[src/rtl/demux_pkg.sv]
// Shared constants and helpers for the demux_stream slice.
//   DEMUX_N_CH / DEMUX_DATA_W / DEMUX_CNT_W : default build parameters
//   DEMUX_MAX_CH / DEMUX_SEL_MAX            : upper bound on channel count and select width
//   onehot(sel, n)                          : one-hot vector with bit sel set, or all zero when sel >= n
package demux_pkg;

   localparam int DEMUX_N_CH    = 8;
   localparam int DEMUX_DATA_W  = 8;
   localparam int DEMUX_CNT_W   = 16;

   localparam int DEMUX_MAX_CH  = 64;
   localparam int DEMUX_SEL_MAX = 6;

   // Returned vector is DEMUX_MAX_CH wide; callers keep only the low N_CH bits.
   function automatic logic [DEMUX_MAX_CH-1:0] onehot(input logic [DEMUX_SEL_MAX-1:0] sel,
                                                      input int unsigned n);
      logic [DEMUX_MAX_CH-1:0] v;
      v = '0;
      if (32'(sel) < n)
         v[sel] = 1'b1;
      return v;
   endfunction

endpackage

[src/rtl/demux_if.sv]
// Stream and counter bundle between one producer and N_CH consumers.
//   in_data/in_sel/in_valid/in_ready : upstream valid/ready beat with destination channel
//   out_data/out_valid/out_ready     : shared payload bus, one-hot valid, per-channel ready
//   sel_err                          : pulse for a discarded out-of-range beat
//   cnt_clr/cnt_flat                 : channel counter clear and packed counter readout
// Modports: master = producer/consumer side (testbench), slave = demux_stream.
interface demux_if
   import demux_pkg::*;
#(
   parameter int N_CH   = DEMUX_N_CH,
   parameter int DATA_W = DEMUX_DATA_W,
   parameter int CNT_W  = DEMUX_CNT_W
) ();
   localparam int SEL_W = $clog2(N_CH);

   logic [DATA_W-1:0]     in_data;
   logic [SEL_W-1:0]      in_sel;
   logic                  in_valid;
   logic                  in_ready;
   logic [DATA_W-1:0]     out_data;
   logic [N_CH-1:0]       out_valid;
   logic [N_CH-1:0]       out_ready;
   logic                  sel_err;
   logic                  cnt_clr;
   logic [N_CH*CNT_W-1:0] cnt_flat;

   modport master (
      output in_data, in_sel, in_valid, out_ready, cnt_clr,
      input  in_ready, out_data, out_valid, sel_err, cnt_flat
   );

   modport slave (
      input  in_data, in_sel, in_valid, out_ready, cnt_clr,
      output in_ready, out_data, out_valid, sel_err, cnt_flat
   );

endinterface

[src/rtl/demux_sat_cnt.sv]
// Saturating up-counter for one demux channel.
//   clk, reset : clock, async active-high reset
//   inc        : count one drained beat
//   clr        : synchronous clear, wins over inc
//   cnt        : current count, holds at all-ones
module demux_sat_cnt #(
   parameter int CNT_W = 16
) (
   input  logic             clk,
   input  logic             reset,
   input  logic             inc,
   input  logic             clr,
   output logic [CNT_W-1:0] cnt
);

   always_ff @(posedge clk or posedge reset) begin
      if (reset)
         cnt <= '0;
      else if (clr)
         cnt <= '0;
      else if (inc && (cnt != '1))
         cnt <= cnt + 1'b1;
   end

endmodule

[src/rtl/demux_stream.sv]
// One-stage registered 1:N_CH stream demultiplexer with backpressure.
//   clk, reset : clock, async active-high reset (drops any held beat)
//   bus        : demux_if.slave -- input stream, shared out_data, one-hot out_valid,
//                per-channel out_ready, sel_err pulse, cnt_clr / cnt_flat
// Build option: DEMUX_CNT_EN adds a saturating drain counter per channel;
// without it cnt_flat reads zero and cnt_clr is ignored.
module demux_stream
   import demux_pkg::*;
#(
   parameter int N_CH   = DEMUX_N_CH,
   parameter int DATA_W = DEMUX_DATA_W,
   parameter int CNT_W  = DEMUX_CNT_W
) (
   input  logic   clk,
   input  logic   reset,
   demux_if.slave bus
);
   localparam int SEL_W = $clog2(N_CH);

   logic                     full;
   logic [SEL_W-1:0]         sel_q;
   logic [DATA_W-1:0]        data_q;
   logic                     sel_err_q;
   logic [DEMUX_SEL_MAX-1:0] sel_wide;
   logic [N_CH-1:0]          valid_c;
   logic                     drain;
   logic                     accept;
   logic                     legal;
   logic [N_CH*CNT_W-1:0]    cnt_flat;

   assign sel_wide = DEMUX_SEL_MAX'(sel_q);

   always_comb begin
      valid_c = '0;
      for (int k = 0; k < N_CH; k++)
         valid_c[k] = full && (((onehot(sel_wide, N_CH) >> k) & DEMUX_MAX_CH'(1)) != '0);
   end

   // Masking with the one-hot vector ignores ready on every non-selected channel.
   assign drain  = |(valid_c & bus.out_ready);
   assign accept = bus.in_valid && bus.in_ready;
   assign legal  = (int'(bus.in_sel) < N_CH);

   assign bus.in_ready  = !full || drain;
   assign bus.out_valid = valid_c;
   assign bus.out_data  = data_q;
   assign bus.sel_err   = sel_err_q;
   assign bus.cnt_flat  = cnt_flat;

   // An out-of-range beat is consumed but never loaded, so the held beat
   // (if any) simply follows its own drain.
   always_ff @(posedge clk or posedge reset) begin
      if (reset) begin
         full      <= 1'b0;
         sel_q     <= '0;
         data_q    <= '0;
         sel_err_q <= 1'b0;
      end else begin
         sel_err_q <= accept && !legal;
         if (accept && legal) begin
            full   <= 1'b1;
            sel_q  <= bus.in_sel;
            data_q <= bus.in_data;
         end else if (drain) begin
            full <= 1'b0;
         end
      end
   end

`ifdef DEMUX_CNT_EN
   for (genvar k = 0; k < N_CH; k++) begin : g_cnt
      demux_sat_cnt #(.CNT_W(CNT_W)) u_cnt (
         .clk   (clk),
         .reset (reset),
         .inc   (drain && valid_c[k]),
         .clr   (bus.cnt_clr),
         .cnt   (cnt_flat[k*CNT_W +: CNT_W])
      );
   end
`else
   logic unused_cnt_clr;
   assign unused_cnt_clr = bus.cnt_clr;
   assign cnt_flat       = '0;
`endif

endmodule
[src/flat_wrapper.sv]
// flat-port wrapper written by rule: the top's interface ports become plain ports
module demux_stream_flat import demux_pkg::*;
#(
   parameter int N_CH   = DEMUX_N_CH,
   parameter int DATA_W = DEMUX_DATA_W,
   parameter int CNT_W  = DEMUX_CNT_W
)
  (clk, reset, bus_in_data, bus_in_sel, bus_in_valid, bus_out_ready, bus_cnt_clr, bus_in_ready, bus_out_data, bus_out_valid, bus_sel_err, bus_cnt_flat);
  demux_if #(.N_CH(N_CH), .DATA_W(DATA_W), .CNT_W(CNT_W)) bus_i ();
  input  logic clk;
  input  logic reset;
  input wire logic [$bits(bus_i.in_data)-1:0] bus_in_data;
  input wire logic [$bits(bus_i.in_sel)-1:0] bus_in_sel;
  input wire logic [$bits(bus_i.in_valid)-1:0] bus_in_valid;
  input wire logic [$bits(bus_i.out_ready)-1:0] bus_out_ready;
  input wire logic [$bits(bus_i.cnt_clr)-1:0] bus_cnt_clr;
  output wire logic [$bits(bus_i.in_ready)-1:0] bus_in_ready;
  output wire logic [$bits(bus_i.out_data)-1:0] bus_out_data;
  output wire logic [$bits(bus_i.out_valid)-1:0] bus_out_valid;
  output wire logic [$bits(bus_i.sel_err)-1:0] bus_sel_err;
  output wire logic [$bits(bus_i.cnt_flat)-1:0] bus_cnt_flat;
  assign bus_i.in_data = bus_in_data;
  assign bus_i.in_sel = bus_in_sel;
  assign bus_i.in_valid = bus_in_valid;
  assign bus_i.out_ready = bus_out_ready;
  assign bus_i.cnt_clr = bus_cnt_clr;
  assign bus_in_ready = bus_i.in_ready;
  assign bus_out_data = bus_i.out_data;
  assign bus_out_valid = bus_i.out_valid;
  assign bus_sel_err = bus_i.sel_err;
  assign bus_cnt_flat = bus_i.cnt_flat;
  demux_stream #(.N_CH(N_CH), .DATA_W(DATA_W), .CNT_W(CNT_W)) u_core (.clk(clk), .reset(reset), .bus(bus_i));
endmodule
[config.mk]
export PLATFORM = sky130hd
export DESIGN_NAME = demux_stream_flat
export DESIGN_NICKNAME = d
export VERILOG_FILES = /design/src/rtl/demux_pkg.sv /design/src/rtl/demux_if.sv /design/src/rtl/demux_sat_cnt.sv /design/src/rtl/demux_stream.sv /design/src/flat_wrapper.sv
export SDC_FILE = /design/constraint.sdc
export NUM_CORES = 1
export LEC_CHECK = 0
export ABC_CLOCK_PERIOD_IN_PS = 3000
export BUFFER_PORTS_ARGS = -buffer_cell sky130_fd_sc_hd__buf_4
export CAP_MARGIN = 10
export CORE_UTILIZATION = 38
export DETAILED_ROUTE_END_ITERATION = 8
export GPL_TIMING_DRIVEN = 0
export PLACE_DENSITY = 0.87
export RECOVER_POWER = 50
export SLEW_MARGIN = 30
export SYNTH_ARGS = -nofsm -noshare
export SYNTH_HDL_FRONTEND = slang
export SYNTH_SLANG_ARGS = --single-unit
[constraint.sdc]
create_clock -name clk -period 3 [get_ports clk]
set_clock_uncertainty 0.1 [all_clocks]
set_input_delay 0.15 -clock clk [delete_from_list [all_inputs] [get_ports clk]]
set_output_delay 0.15 -clock clk [all_outputs]
set_load 0.01 [all_outputs]
# After elaboration in Yosys (flattened, before gate mapping)
# Cells that the tools add are included.
[word_totals]
register_bits = 12
output_inout_bits = 146
input_bits = 23
word_cells = 26
[op_classes]
mux = 5
order_cmp = 3
reduce_logical = 14
bitwise_logic = 1
[op_table]
columns = ["operator", "n"]
rows = [
  ["1-bit logical AND", 10],
  ["8-bit AND", 1],
  ["8-bit 2-to-1 mux", 1],
  ["8-bit OR reduction", 1],
  ["3-bit by 7-bit less-than comparator with 1-bit output, second input constant", 1],
  ["3-bit by 4-bit less-than comparator with 1-bit output, second input constant", 1],
  ["1-bit demux with 3-bit select", 1],
  ["3-bit by 1-bit >= comparator with 1-bit output, second input constant", 1],
  ["1-bit 2-to-1 mux", 3],
  ["2-bit nonzero test", 1],
  ["1-bit logical NOT", 1],
  ["1-bit logical OR", 1],
]

# Depth between registers and ports, before layout
# Gate-level depths: netlist of run 1.
[logic_depth]
ltp_word = 11
mapped_depth = 5
mapped_depth_nobuf = 4

# Worst setup path before layout of run 1
# Ideal clock, no wire load.
[synth_timing]
kind = "register to register"
start = "register u_core.sel_q[0]"
end = "register u_core.data_q[0], in the netlist u_core.bus.out_data[0]"
t_required_ns = 2.775
period_less_slack_ns = 1.802
setup_time_ns = 0.125
setup_slack_ns = 1.198
arrival_ns = 1.577
path_stages_with_launch = 6
path_buffers = 1
path_cell_list = "dfrtp_1 -> buf_6 -> mux2i_1 -> o22ai_2 -> o31ai_4 -> mux2_2"
[synth_via]
elab_chain_len = 10
elab_cells_between_ends = 19
cone_classes = "order compare (3); mux (3); bitwise (1); reduce/logical (12)"
[synth_rtl]
columns = ["item", "line_no", "text"]
rows = [
  ["from (decl)", "demux_stream.sv:21", "logic [SEL_W-1:0] sel_q;"],
  ["from (signal assigned)", "demux_stream.sv:62", "sel_q <= bus.in_sel;"],
  ["3-bit by 7-bit less-than comparator with 1-bit output (not written as such) or 3-bit by 1-bit >= comparator with 1-bit output (tied branches)", "demux_pkg.sv:20", "v[sel] = 1'b1;"],
  ["1-bit logical AND (not written as such)", "demux_pkg.sv:20", ""],
  ["1-bit 2-to-1 mux (not written as such)", "demux_pkg.sv:20", ""],
  ["1-bit demux with 3-bit select", "-", ""],
  ["8-bit 2-to-1 mux *", "demux_pkg.sv:19", "if (32'(sel) < n)"],
  ["1-bit logical AND", "demux_stream.sv:36", "valid_c[k] = full && (((onehot(sel_wide, N_CH) >> k) & DEMUX_MAX_CH'(1)) != '0);"],
  ["8-bit AND *", "demux_stream.sv:40", "assign drain = |(valid_c & bus.out_ready);"],
  ["8-bit OR reduction *", "demux_stream.sv:40", ""],
  ["1-bit logical OR *", "demux_stream.sv:44", "assign bus.in_ready = !full || drain;"],
  ["1-bit logical AND *", "demux_stream.sv:41", "assign accept = bus.in_valid && bus.in_ready;"],
  ["to (signal assigned)", "demux_stream.sv:63", "data_q <= bus.in_data;"],
  ["to (decl)", "demux_stream.sv:22", "logic [DATA_W-1:0] data_q;"],
]
# Every way passes the cells marked *; elsewhere a longest branch is shown, timed or not.
# A chain may end at the register's enable or synchronous reset.

# Worst setup path after layout of run 1
# Ends and elaborated chain as after synthesis.

==> results of run 1 <==
==> layer usage <==
layer	routed length, um	up-vias	part of all wire, %
li1	-	654	-
met3	478	2	16
met1	825	512	27
met5	0	-	0
met2	1710	84	57
met4	7	0	0.23
==> area by class of cell <==
cell class	instances	share of cell area, %
plain buffers	131	40.2
flip-flops and latches	12	12.2
well taps	50	2.55
multi-input cells	166	31.8
inverters	1	0.153
clock buffers	4	2.24
repair buffers	39	10.8
==> repair_timing <==
action / CTS / global route
endpoints found under the hold margin: 12 / 0
setup buffers: 0 / 0
hold buffers: 1 / 0
==> cell families (layout without fill, tap and decap cells) <==
logic type	after synthesis	after routing	share of synthesized area (%)
simple gates	18	18	5.67
compound gates	5	5	3.39
other cells	1	129	0.236
buf+inv	132	175	62.2
flops	12	12	18.9
mux	14	14	9.61
==> flip-flops by register name (all words and copies together), names as in the netlist <==
register             cells
u_core.full              1
u_core.sel_q             3
u_core.bus.out_data      8
==> cells in the mapped netlist (all sizes together) <==
cell | n | area, um2
o31ai | 1 | 21.3
or2b | 2 | 15.0
o21ai | 2 | 10.0
nor2 | 7 | 26.3
nand2b | 3 | 18.8
o22ai | 1 | 12.5
mux2 | 10 | 113
mux2i | 4 | 40.0
conb | 1 | 3.75
nor3 | 2 | 10.0
nand2 | 2 | 7.51
inv | 1 | 3.75
buf | 130 | 980
a32o | 1 | 10.0
dfrtp | 12 | 300
or2 | 1 | 6.26
or3 | 1 | 6.26
clkbuf | 1 | 5.00
==> power breakdown <==
group	internal (mW)	switching, mW	leakage [nW]
sequential	0.246	0.0492	0.140
clock	0.116	0.0583	0.0288
combinational	0.381	0.371	1.41
==> critical path, stage by stage, from the launching register on <==
cell and delay, ns:
sky130_fd_sc_hd__dfrtp_1 0.33, sky130_fd_sc_hd__buf_6 0.13, sky130_fd_sc_hd__mux2i_1 0.23, sky130_fd_sc_hd__o22ai_2 0.13
sky130_fd_sc_hd__o31ai_4 0.55, sky130_fd_sc_hd__mux2_2 0.40
==> worst max path at each step <==
stage,start,end,slack [ns],depth (start not counted)
2_1_floorplan,u_core.sel_q[0],u_core.bus.out_data[0],1.20,5
3_3_place_gp,u_core.sel_q[0],u_core.sel_q[1],1.0,5
3_5_place_dp,u_core.sel_q[0],u_core.bus.out_data[7],0.97,5
4_1_cts,u_core.sel_q[0],u_core.bus.out_data[0],0.96,5
5_1_grt,u_core.sel_q[2],u_core.bus.out_data[0],0.88,5
6_report,u_core.sel_q[0],u_core.bus.out_data[0],1.00,5
==> through the flow <==
step / utilization [%] / total power, mW
final: 61.3 / 1.22
after global routing: 61.3 / 1.31
after CTS: 62.1 / 1.27
after detailed placement: 60.4 / 1.08
after global placement: 60.4 / 1.07
after floorplan: - / 0.840
==> out/summary.md, run 1 <==
### Final layout
- 54.3% — area overhead of the layout relative to synthesis
- 0 — diodes inserted
- 50.4% — fraction of final layout cells with drive strength greater than 1
- 781 um2 — area of combinational cells with multiple inputs
- 0.00245 mm2 — cell area after layout
- 377 — number of nets in the layout
- 344 — Filler Cells Inserted
- 403 — Final Non-Filler Cells
- 300 um2 — sequential standard cell area
- sky130_fd_sc_hd__buf_4, sky130_fd_sc_hd__conb_1, sky130_fd_sc_hd__dfrtp_1, sky130_fd_sc_hd__mux2_2, sky130_fd_sc_hd__clkbuf_1 — most frequent cells in the layout
- sky130_fd_sc_hd__buf_4 — commonest non-fill, non-tap cell in the layout

### Power and ir drop
- 498 mW/mm2 — power density normalized to cell area
- 425 uV — Worst IR Drop VDD
- 1.58 nW — leakage power

### CTS
- 12 — clk sink count
- 0.05 ns — clock transition time at the flip-flop clock pins of the worst setup and hold paths
- 0.24 ns — insertion delay to the later sink of the worst-skew pair
- 1 — CTS H-tree depth
- 0 — number of gates resized after cts
- 3 — clock buffer count from CTS
- yes — CTS tree
- sky130_fd_sc_hd__clkbuf_8 — master cell of the clock root buffer
- 2 — number of buffers on the longest clock path

### Floorplanning
- 0.00444 mm2 — die area
- 66.7 um — die width
- 0.00400 mm2 — Core Region
- 66.7 um — Chip Height
- 23 — number of placement rows
- 169 — Ports
- 39.7% — initial cell density of the core

### Timing
- 0 — final count of pins violating max slew
- 0.0427 ns — WHS
- 66.7% — final period utilization
- 0 — final setup fails
- no — RSZ-0062 raised after global routing
- 0 ns — Sum Neg Setup Slack
- 500 MHz — maximum clock rate
- 1.00 ns — post-layout worst setup margin
- 0.558 ns — Worst Tran Pin Value
- 62.8% — Max transition margin
- 0 — count of final hold-check violations
- 2.00 ns — minimum clock period

### Setup path
- 10 — maximum fanout along the worst path
- 1.00 ns — minimum setup slack among reg-to-reg paths
- u_core.sel_q[0] — launch point of the worst reg-to-reg path
- 3.02 ns — critical path data required time
- flip-flop — endpoint type of the worst setup path
- flip-flop — element type at the critical path start
- u_core.bus.out_data[0] — reg-to-reg critical path endpoint
- 5 — depth of the worst register-to-register path
- 2.02 ns — Worst EP arrival
- reg -> reg — start-to-end type of the worst setup path

### Hold path
- bus_in_data[6] — launch instance of the worst min-delay path
- 2 — Hold Path Depth
- in -> reg — type of the worst min-delay path
- u_core.bus.out_data[6] — endpoint of the worst hold-timing path

### GRT
- 13 — maximum number of pins on one net before global-route repair
- 0 — initial antenna violation count
- 3.94% — grt met3 use
- 0 — Congestion Overflow GR
- 969 — number of global-route vias before repair
- 11.5% — Total Routing Usage GR
- 4.04 mm — global-route wire length before repair
- 23.9% — M2 GR Usage
- 10.0% — GRT met1 Usage
- met2 — global-route layer with the greatest usage

### Detailed routing
- 1,252 — number of vias after detailed routing
- 3.02 mm — Total Routed Length
- 0 — remaining routing DRC violations
- 10 — Starting DRT DRC Count
- 7.50 um — post-DR wirelength/cell
- 0 — count of nets left with antenna violations after detail routing
- 4 — DR pass1 iterations
- 3.11 — DR vias/cell

### Synth
- 20 — Synth cell types
- 182 — number of standard cells after synthesis
- 0.00159 mm2 — Syn Std Cell Area
- 8.73 um2 — post-synthesis average cell area
- 0 — Yosys warning count
- 18.9% — proportion of synthesized chip area in sequential cells
- 12 — post-synthesis sequential element count

### Place
- 0.735 — RD Place Congestion
- 0.00242 mm2 — Cell Area, Placed
- 2.70 mm — DP Wirelength
- 38 — count of buffers inserted at the top-level ports
- 398 — placed cell count
- 0.973 ns — post-placement setup slack

### Job
- 0 — reported max-cap violation count

### Run status
- completed — run status

Power figures use the tool's default switching activity.
==> run 2, diff against run 1 <==
Settings changed: ABC_CLOCK_PERIOD_IN_PS 3000 to 1700, CORE_UTILIZATION 38 to 32, PLACE_DENSITY 0.87 to 0.78.
Clock period 3 ns to 1.7 ns, I/O delays scaled along.
==> run 2 against run 1 <==
The flow now finishes with violations (negative setup slack). Clock power up 81%. Wire length increased by 6.6%. Via count increased by 0.64%. Combinational power up 130%. Die area rose by 18%. First-iteration DRC count grew 20%. Power rose by 110%. Cell count increased by 7.9%. Flip-flop and latch count did not move. Hold slack worse by 0.029 ns. Register-to-register slack lost 1.1 ns. Critical endpoint is now bus_in_ready.
==> out/summary.md, run 2 (synthesized netlist as in run 1, its figures left out) <==
### Place
- 2.69 mm — DP Wirelength, was 2.70 mm
- -0.282 ns — post-placement setup slack, was 0.973 ns
- 0.613 — RD Place Congestion, was 0.735
- 38 — count of buffers inserted at the top-level ports, unchanged

### Run status
- finished with violations — run status, was completed
- negative setup slack — failing checks

### Final layout
- 0 — diodes inserted, unchanged
- 50.5% — fraction of final layout cells with drive strength greater than 1, was 50.4%
- sky130_fd_sc_hd__buf_4 — commonest non-fill, non-tap cell in the layout, unchanged
- 8 — Largest register FFs, unchanged
- sky130_fd_sc_hd__buf_4, sky130_fd_sc_hd__conb_1, sky130_fd_sc_hd__dlygate4sd3_1, sky130_fd_sc_hd__dfrtp_1, sky130_fd_sc_hd__mux2_4 — most frequent cells in the layout, was sky130_fd_sc_hd__buf_4, sky130_fd_sc_hd__conb_1, sky130_fd_sc_hd__dfrtp_1, sky130_fd_sc_hd__mux2_2, sky130_fd_sc_hd__clkbuf_1
- 392 — number of nets in the layout, was 377
- 71.3% — area overhead of the layout relative to synthesis, was 54.3%

### Power and ir drop
- 12.3% — Clk pwr share, was 14.3%
- 21.0% — sequential power share, was 24.1%
- 1.71 nW — leakage power, was 1.58 nW
- 2.56 mW — power consumption, was 1.22 mW
- 0.957 mW — net switching power, was 0.479 mW
- 37.4% — net switching share of the total power, was 39.2%
- 1.60 mW — cell internal power dissipation, was 0.743 mW
- 66.7% — part of the power in combinational logic, was 61.6%
- 745 uV — Worst IR Drop VDD, was 425 uV
- 941 mW/mm2 — power density normalized to cell area, was 498 mW/mm2

### Detailed routing
- 1,260 — number of vias after detailed routing, was 1,252
- 0 — count of nets left with antenna violations after detail routing, unchanged
- 7.41 um — post-DR wirelength/cell, was 7.50 um
- 0 — remaining routing DRC violations, unchanged
- 4 — DR pass1 iterations, unchanged
- 2.90 — DR vias/cell, was 3.11
- 12 — Starting DRT DRC Count, was 10
- 3.22 mm — Total Routed Length, was 3.02 mm

### Setup path
- reg -> out — start-to-end type of the worst setup path, was reg -> reg
- flip-flop — element type at the critical path start, unchanged
- 1.60 ns — Worst EP arrival, was 2.02 ns
- 1.51 ns — critical path data required time, was 3.02 ns
- output port — endpoint type of the worst setup path, was flip-flop
- 6 — maximum fanout along the worst path, was 10
- -0.06 ns — minimum setup slack among reg-to-reg paths, was 1.00 ns
- u_core.sel_q[2] — launch point of the worst reg-to-reg path, was u_core.sel_q[0]
- 6 — depth of the worst register-to-register path, was 5
- u_core.bus.out_data[5] — reg-to-reg critical path endpoint, was u_core.bus.out_data[0]

### GRT
- 4.54 mm — global-route wire length before repair, was 4.04 mm
- 10.9% — Total Routing Usage GR, was 11.5%
- 1,011 — number of global-route vias before repair, was 969
- 13 — maximum number of pins on one net before global-route repair, unchanged
- 0 — initial antenna violation count, unchanged
- 0 — Congestion Overflow GR, unchanged

### Floorplanning
- 72.5 um — die width, was 66.7 um
- 25 — number of placement rows, was 23
- 33.4% — initial cell density of the core, was 39.7%
- 72.5 um — Chip Height, was 66.7 um
- 169 — Ports, unchanged
- 0.00525 mm2 — die area, was 0.00444 mm2
- 0.00475 mm2 — Core Region, was 0.00400 mm2

### Hold path
- in -> reg — type of the worst min-delay path, unchanged
- u_core.sel_q[0] — endpoint of the worst hold-timing path, was u_core.bus.out_data[6]
- 2 — Hold Path Depth, unchanged
- bus_in_sel[0] — launch instance of the worst min-delay path, was bus_in_data[6]

### CTS
- 0.06 ns — clock transition time at the flip-flop clock pins of the worst setup and hold paths, was 0.05 ns
- 1 — CTS H-tree depth, unchanged
- 3 — clock buffer count from CTS, unchanged
- 12 — clk sink count, unchanged
- yes — CTS tree, unchanged
- 0.24 ns — insertion delay to the later sink of the worst-skew pair, about the same
- sky130_fd_sc_hd__clkbuf_8 — master cell of the clock root buffer, unchanged
- 2 — number of buffers on the longest clock path, unchanged

### Timing
- -0.0824 ns — post-layout worst setup margin, was 1.00 ns
- 105% — final period utilization
- 0 — count of final hold-check violations, unchanged
- yes — RSZ-0062 raised after global routing, was no
- 561 MHz — maximum clock rate
- 1.78 ns — minimum clock period
- 11 — final setup fails, was 0
- 0 — final count of pins violating max slew, unchanged

### Job
- 0 — reported max-cap violation count, unchanged

run 2: cell types whose count changed in the layout (fill, tap and decap cells not counted), sizes merged:
cell / change
dlygate4sd3: +11
buf: +5
clkbuf: -1
run 2: layer usage:
metal / vias up / GRT usage [%] / wire (um)
met1: 486 / 10.5 / 1050
met4: 0 / 2.61 / 14
met5: - / 0 / 0
met2: 88 / 22.1 / 1710
met3: 4 / 3.61 / 442
li1: 682 / - / -
run 2: power groups by stage:
stage / Combinational [mW] / Clock (mW) / Sequential, mW
after floorplan: 0.960 / 0 / 0.563
final: 1.71 / 0.315 / 0.538
after CTS: 1.68 / 0.317 / 0.532
after global placement: 1.41 / 0 / 0.524
after global routing: 1.84 / 0.327 / 0.559
after detailed placement: 1.43 / 0 / 0.531
run 2: area by class of cell:
type | count | area, um2
fill | 444 | 2030
inverter | 1 | 3.75
multi-input combinational | 166 | 862
sequential | 12 | 300
buffer | 131 | 995
timing repair buffer | 54 | 422
tap | 67 | 83.8
clock buffer | 4 | 55.1
run 2: repair_timing:
action / in CTS / in global routing
endpoints found under the setup margin: 12 / 12
gates resized for setup: 11 / 7
pin swaps: 4 / 2
hold endpoints to repair: 23 / 0
buffers inserted: 3 / 1
hold buffers: 12 / 0
run 2: how the worst max path moves through the flow:
stage | from | to | slack [ns] | cells after the start
floorplan | u_core.sel_q[2] | u_core.bus.out_data[0] | -0.08 | 5
global placement | u_core.sel_q[2] | u_core.sel_q[1] | -0.25 | 5
detailed placement | u_core.sel_q[2] | u_core.sel_q[1] | -0.28 | 5
CTS | u_core.sel_q[0] | u_core.bus.out_data[4] | -0.12 | 6
global route | u_core.sel_q[0] | bus_in_ready | -0.14 | 5
finish | u_core.sel_q[0] | bus_in_ready | -0.08 | 5
run 2: critical path: stages, from the launching register on:
cell and delay, ns:
sky130_fd_sc_hd__dfrtp_1 0.34, sky130_fd_sc_hd__buf_6 0.14, sky130_fd_sc_hd__mux2i_4 0.25, sky130_fd_sc_hd__o22ai_4 0.11
sky130_fd_sc_hd__or3_4 0.39, sky130_fd_sc_hd__buf_6 0.13
run 2: through the flow:
step / utilization, % / cell area, um2 / TNS (ns) / std cells / hold WS (ns)
3_3_place_gp: 51.6 / 2450 / -2.46 / 415 / 0.0265
4_1_cts: 56.9 / 2710 / -1.29 / 434 / 0.0172
6_report: 57.2 / 2720 / -0.612 / 435 / 0.0136
5_1_grt: 57.2 / 2720 / -1.39 / 435 / 0.0126
2_1_floorplan: - / 2090 / -0.734 / 310 / -0.150
3_5_place_dp: 51.6 / 2450 / -2.71 / 415 / 0.0328
==> run 3, diff against run 2 <==
Settings changed: ABC_CLOCK_PERIOD_IN_PS 1700 to 2200, CORE_UTILIZATION 32 to 38, CTS_CLUSTER_DIAMETER set to 40, PLACE_DENSITY 0.78 to 0.87.
Clock period 1.7 ns to 2.2 ns, I/O delays scaled along.
==> run 3 against run 2 <==
The flow now finishes without violations. Count of clock-buffer cells in the layout unchanged. Hold slack worse by 0.011 ns. Register-to-register slack better by 0.26 ns. Wire length is 5.5% lower. Via count fell by 0.32%. Cell count down 7.1%. Sequential power shrank 25%. Combinational power down 40%. First-iteration DRC count decreased by 17%. Core utilization up 4.3 points. Highest routed layer unchanged. Design area down 9.5%. Flip-flop and latch count unchanged.
==> out/summary.md, run 3 (synthesized netlist as in run 1, its figures left out) <==
### Timing
- 0 — final setup fails, was 11
- 90.9% — final period utilization
- 0.558 ns — Worst Tran Pin Value
- 0 — final count of pins violating max slew, unchanged
- 62.8% — Max transition margin
- 0 — count of final hold-check violations, unchanged
- no — RSZ-0062 raised after global routing, was yes
- 500 MHz — maximum clock rate
- 0 ns — Sum Neg Setup Slack, was -0.612 ns
- 2.00 ns — minimum clock period

### Floorplanning
- 66.7 um — Chip Height, was 72.5 um
- 0.00400 mm2 — Core Region, was 0.00475 mm2
- 0.00444 mm2 — die area, was 0.00525 mm2
- 23 — number of placement rows, was 25
- 169 — Ports, unchanged
- 66.7 um — die width, was 72.5 um
- 39.7% — initial cell density of the core, was 33.4%

### Place
- 0.735 — RD Place Congestion, was 0.613
- 0.00242 mm2 — Cell Area, Placed, was 0.00245 mm2
- 38 — count of buffers inserted at the top-level ports, unchanged
- 398 — placed cell count, was 415
- 2.70 mm — DP Wirelength, was 2.69 mm

### Setup path
- u_core.sel_q[0] — startpoint of the worst setup timing path, unchanged
- 5 — depth of the worst register-to-register path, was 6
- 2.02 ns — Worst EP arrival, was 1.60 ns
- reg -> reg — start-to-end type of the worst setup path, was reg -> out
- u_core.bus.out_data[0] — reg-to-reg critical path endpoint, was u_core.bus.out_data[5]
- u_core.bus.out_data[0] — worst setup path endpoint, was bus_in_ready
- flip-flop — endpoint type of the worst setup path, was output port
- u_core.sel_q[0] — launch point of the worst reg-to-reg path, was u_core.sel_q[2]
- 0.20 ns — minimum setup slack among reg-to-reg paths, was -0.06 ns
- 10 — maximum fanout along the worst path, was 6
- flip-flop — element type at the critical path start, unchanged
- 2.22 ns — critical path data required time, was 1.51 ns

### GRT
- 11.5% — Total Routing Usage GR, was 10.9%
- 13 — maximum number of pins on one net before global-route repair, unchanged
- 0 — initial antenna violation count, unchanged
- 0 — Congestion Overflow GR, unchanged
- 4.04 mm — global-route wire length before repair, was 4.54 mm
- 969 — number of global-route vias before repair, was 1,011

### Detailed routing
- 3.11 — DR vias/cell, was 2.90
- 0 — count of nets left with antenna violations after detail routing, unchanged
- 0 — remaining routing DRC violations, unchanged
- 4 — DR pass1 iterations, unchanged
- 10 — Starting DRT DRC Count, was 12
- 7.54 um — post-DR wirelength/cell, was 7.41 um
- 1,256 — number of vias after detailed routing, was 1,260
- 3.05 mm — Total Routed Length, was 3.22 mm

### Run status
- completed — run status, was finished with violations

### CTS
- yes — CTS tree, unchanged
- 0.24 ns — insertion delay to the later sink of the worst-skew pair, about the same
- 12 — clk sink count, unchanged
- sky130_fd_sc_hd__clkbuf_8 — master cell of the clock root buffer, unchanged
- 1 — CTS H-tree depth, unchanged
- 2 — number of buffers on the longest clock path, unchanged
- 0.05 ns — clock transition time at the flip-flop clock pins of the worst setup and hold paths, was 0.06 ns
- 3 — clock buffer count from CTS, unchanged
- 0 — number of gates resized after cts, was 11

### Final layout
- 50.3% — fraction of final layout cells with drive strength greater than 1, was 50.5%
- 300 um2 — sequential standard cell area, unchanged
- 781 um2 — area of combinational cells with multiple inputs, was 862 um2
- 0.00246 mm2 — cell area after layout, was 0.00272 mm2
- sky130_fd_sc_hd__buf_4 — commonest non-fill, non-tap cell in the layout, unchanged
- 404 — Final Non-Filler Cells, was 435
- 55.0% — area overhead of the layout relative to synthesis, was 71.3%
- 0 — diodes inserted, unchanged
- 378 — number of nets in the layout, was 392
- sky130_fd_sc_hd__buf_4, sky130_fd_sc_hd__conb_1, sky130_fd_sc_hd__dfrtp_1, sky130_fd_sc_hd__mux2_2, sky130_fd_sc_hd__clkbuf_1 — most frequent cells in the layout, was sky130_fd_sc_hd__buf_4, sky130_fd_sc_hd__conb_1, sky130_fd_sc_hd__dlygate4sd3_1, sky130_fd_sc_hd__dfrtp_1, sky130_fd_sc_hd__mux2_4
- 8 — Largest register FFs, unchanged
- 61.6% — final core occ, was 57.2%
- 345 — Filler Cells Inserted, was 444

### Power and ir drop
- 14.2% — Clk pwr share, was 12.3%
- 24.1% — sequential power share, was 21.0%
- 580 uV — Worst IR Drop VDD, was 745 uV
- 61.6% — part of the power in combinational logic, was 66.7%
- 1.01 mW — cell internal power dissipation, was 1.60 mW
- 1.58 nW — leakage power, was 1.71 nW
- 677 mW/mm2 — power density normalized to cell area, was 941 mW/mm2
- 0.653 mW — net switching power, was 0.957 mW
- 39.2% — net switching share of the total power, was 37.4%

### Hold path
- in -> reg — type of the worst min-delay path, unchanged
- 2 — Hold Path Depth, unchanged

### Job
- 0 — reported max-cap violation count, unchanged

## run 3: cell types whose count changed in the layout (fill, tap and decap cells not counted), moves of 2 or more
cell                            previous run  this run
sky130_fd_sc_hd__buf_4                   160       158
sky130_fd_sc_hd__mux2i_4                   2         0
sky130_fd_sc_hd__mux2_2                    0        10
sky130_fd_sc_hd__dlygate4sd3_1            12         2
sky130_fd_sc_hd__mux2_4                   10         0
sky130_fd_sc_hd__mux2i_1                   2         4
## run 3: worst min-delay path by stage
stage                              to           start  slack [ns]
2_1_floorplan  u_core.bus.out_data[0]           reset       -0.13
3_3_place_gp   u_core.bus.out_data[3]           reset        0.05
3_5_place_dp   u_core.bus.out_data[3]           reset        0.05
4_1_cts        u_core.bus.out_data[1]  bus_in_data[1]       0.001
5_1_grt               u_core.sel_q[2]   bus_in_sel[2]       0.003
6_report       u_core.bus.out_data[6]  bus_in_data[6]       0.003
## run 3: cell type report
class	instances	share of cell area (%)
multi-input cells	166	31.7
clock buffers	4	2.24
inverters	1	0.152
plain buffers	131	40.0
repair buffers	40	11.2
well taps	50	2.54
flip-flops and latches	12	12.2
## run 3: power groups by stage
stage	sequential [mW]	combinational, mW	clock [mW]
after detailed placement	0.403	1.07	0
after floorplan	0.432	0.714	0
after global routing	0.418	1.11	0.252
after CTS	0.404	1.08	0.241
after global placement	0.399	1.06	0
final	0.402	1.03	0.237
## run 3: stage by stage
step	total power, mW	setup slack, ns	hold WS, ns
2_1_floorplan	1.15	0.398	-0.125
3_3_place_gp	1.45	0.198	0.0467
3_5_place_dp	1.47	0.173	0.0499
4_1_cts	1.73	0.161	0.00147
5_1_grt	1.78	0.0753	0.00332
6_report	1.67	0.200	0.00269
## run 3: per-layer routing
metal  GRT usage [%]  part of all wire, %  wire [um]
met1            10.0                   27        827
met2            23.9                   57       1730
met3            3.94                   16        477
met4            3.19                 0.23          7
met5               0                    0          0
## run 3: repair_timing
item / in CTS / in global routing
hold buffers: 1 / 1
hold endpoints to repair: 12 / 1
setup buffers: 0 / 0
## run 3: worst max-delay path, cell delays in order (launching register included)
cell and delay [ns]:
sky130_fd_sc_hd__dfrtp_1 0.33, sky130_fd_sc_hd__buf_6 0.13, sky130_fd_sc_hd__mux2i_1 0.23, sky130_fd_sc_hd__o22ai_2 0.13, sky130_fd_sc_hd__o31ai_4 0.55, sky130_fd_sc_hd__mux2_2 0.40
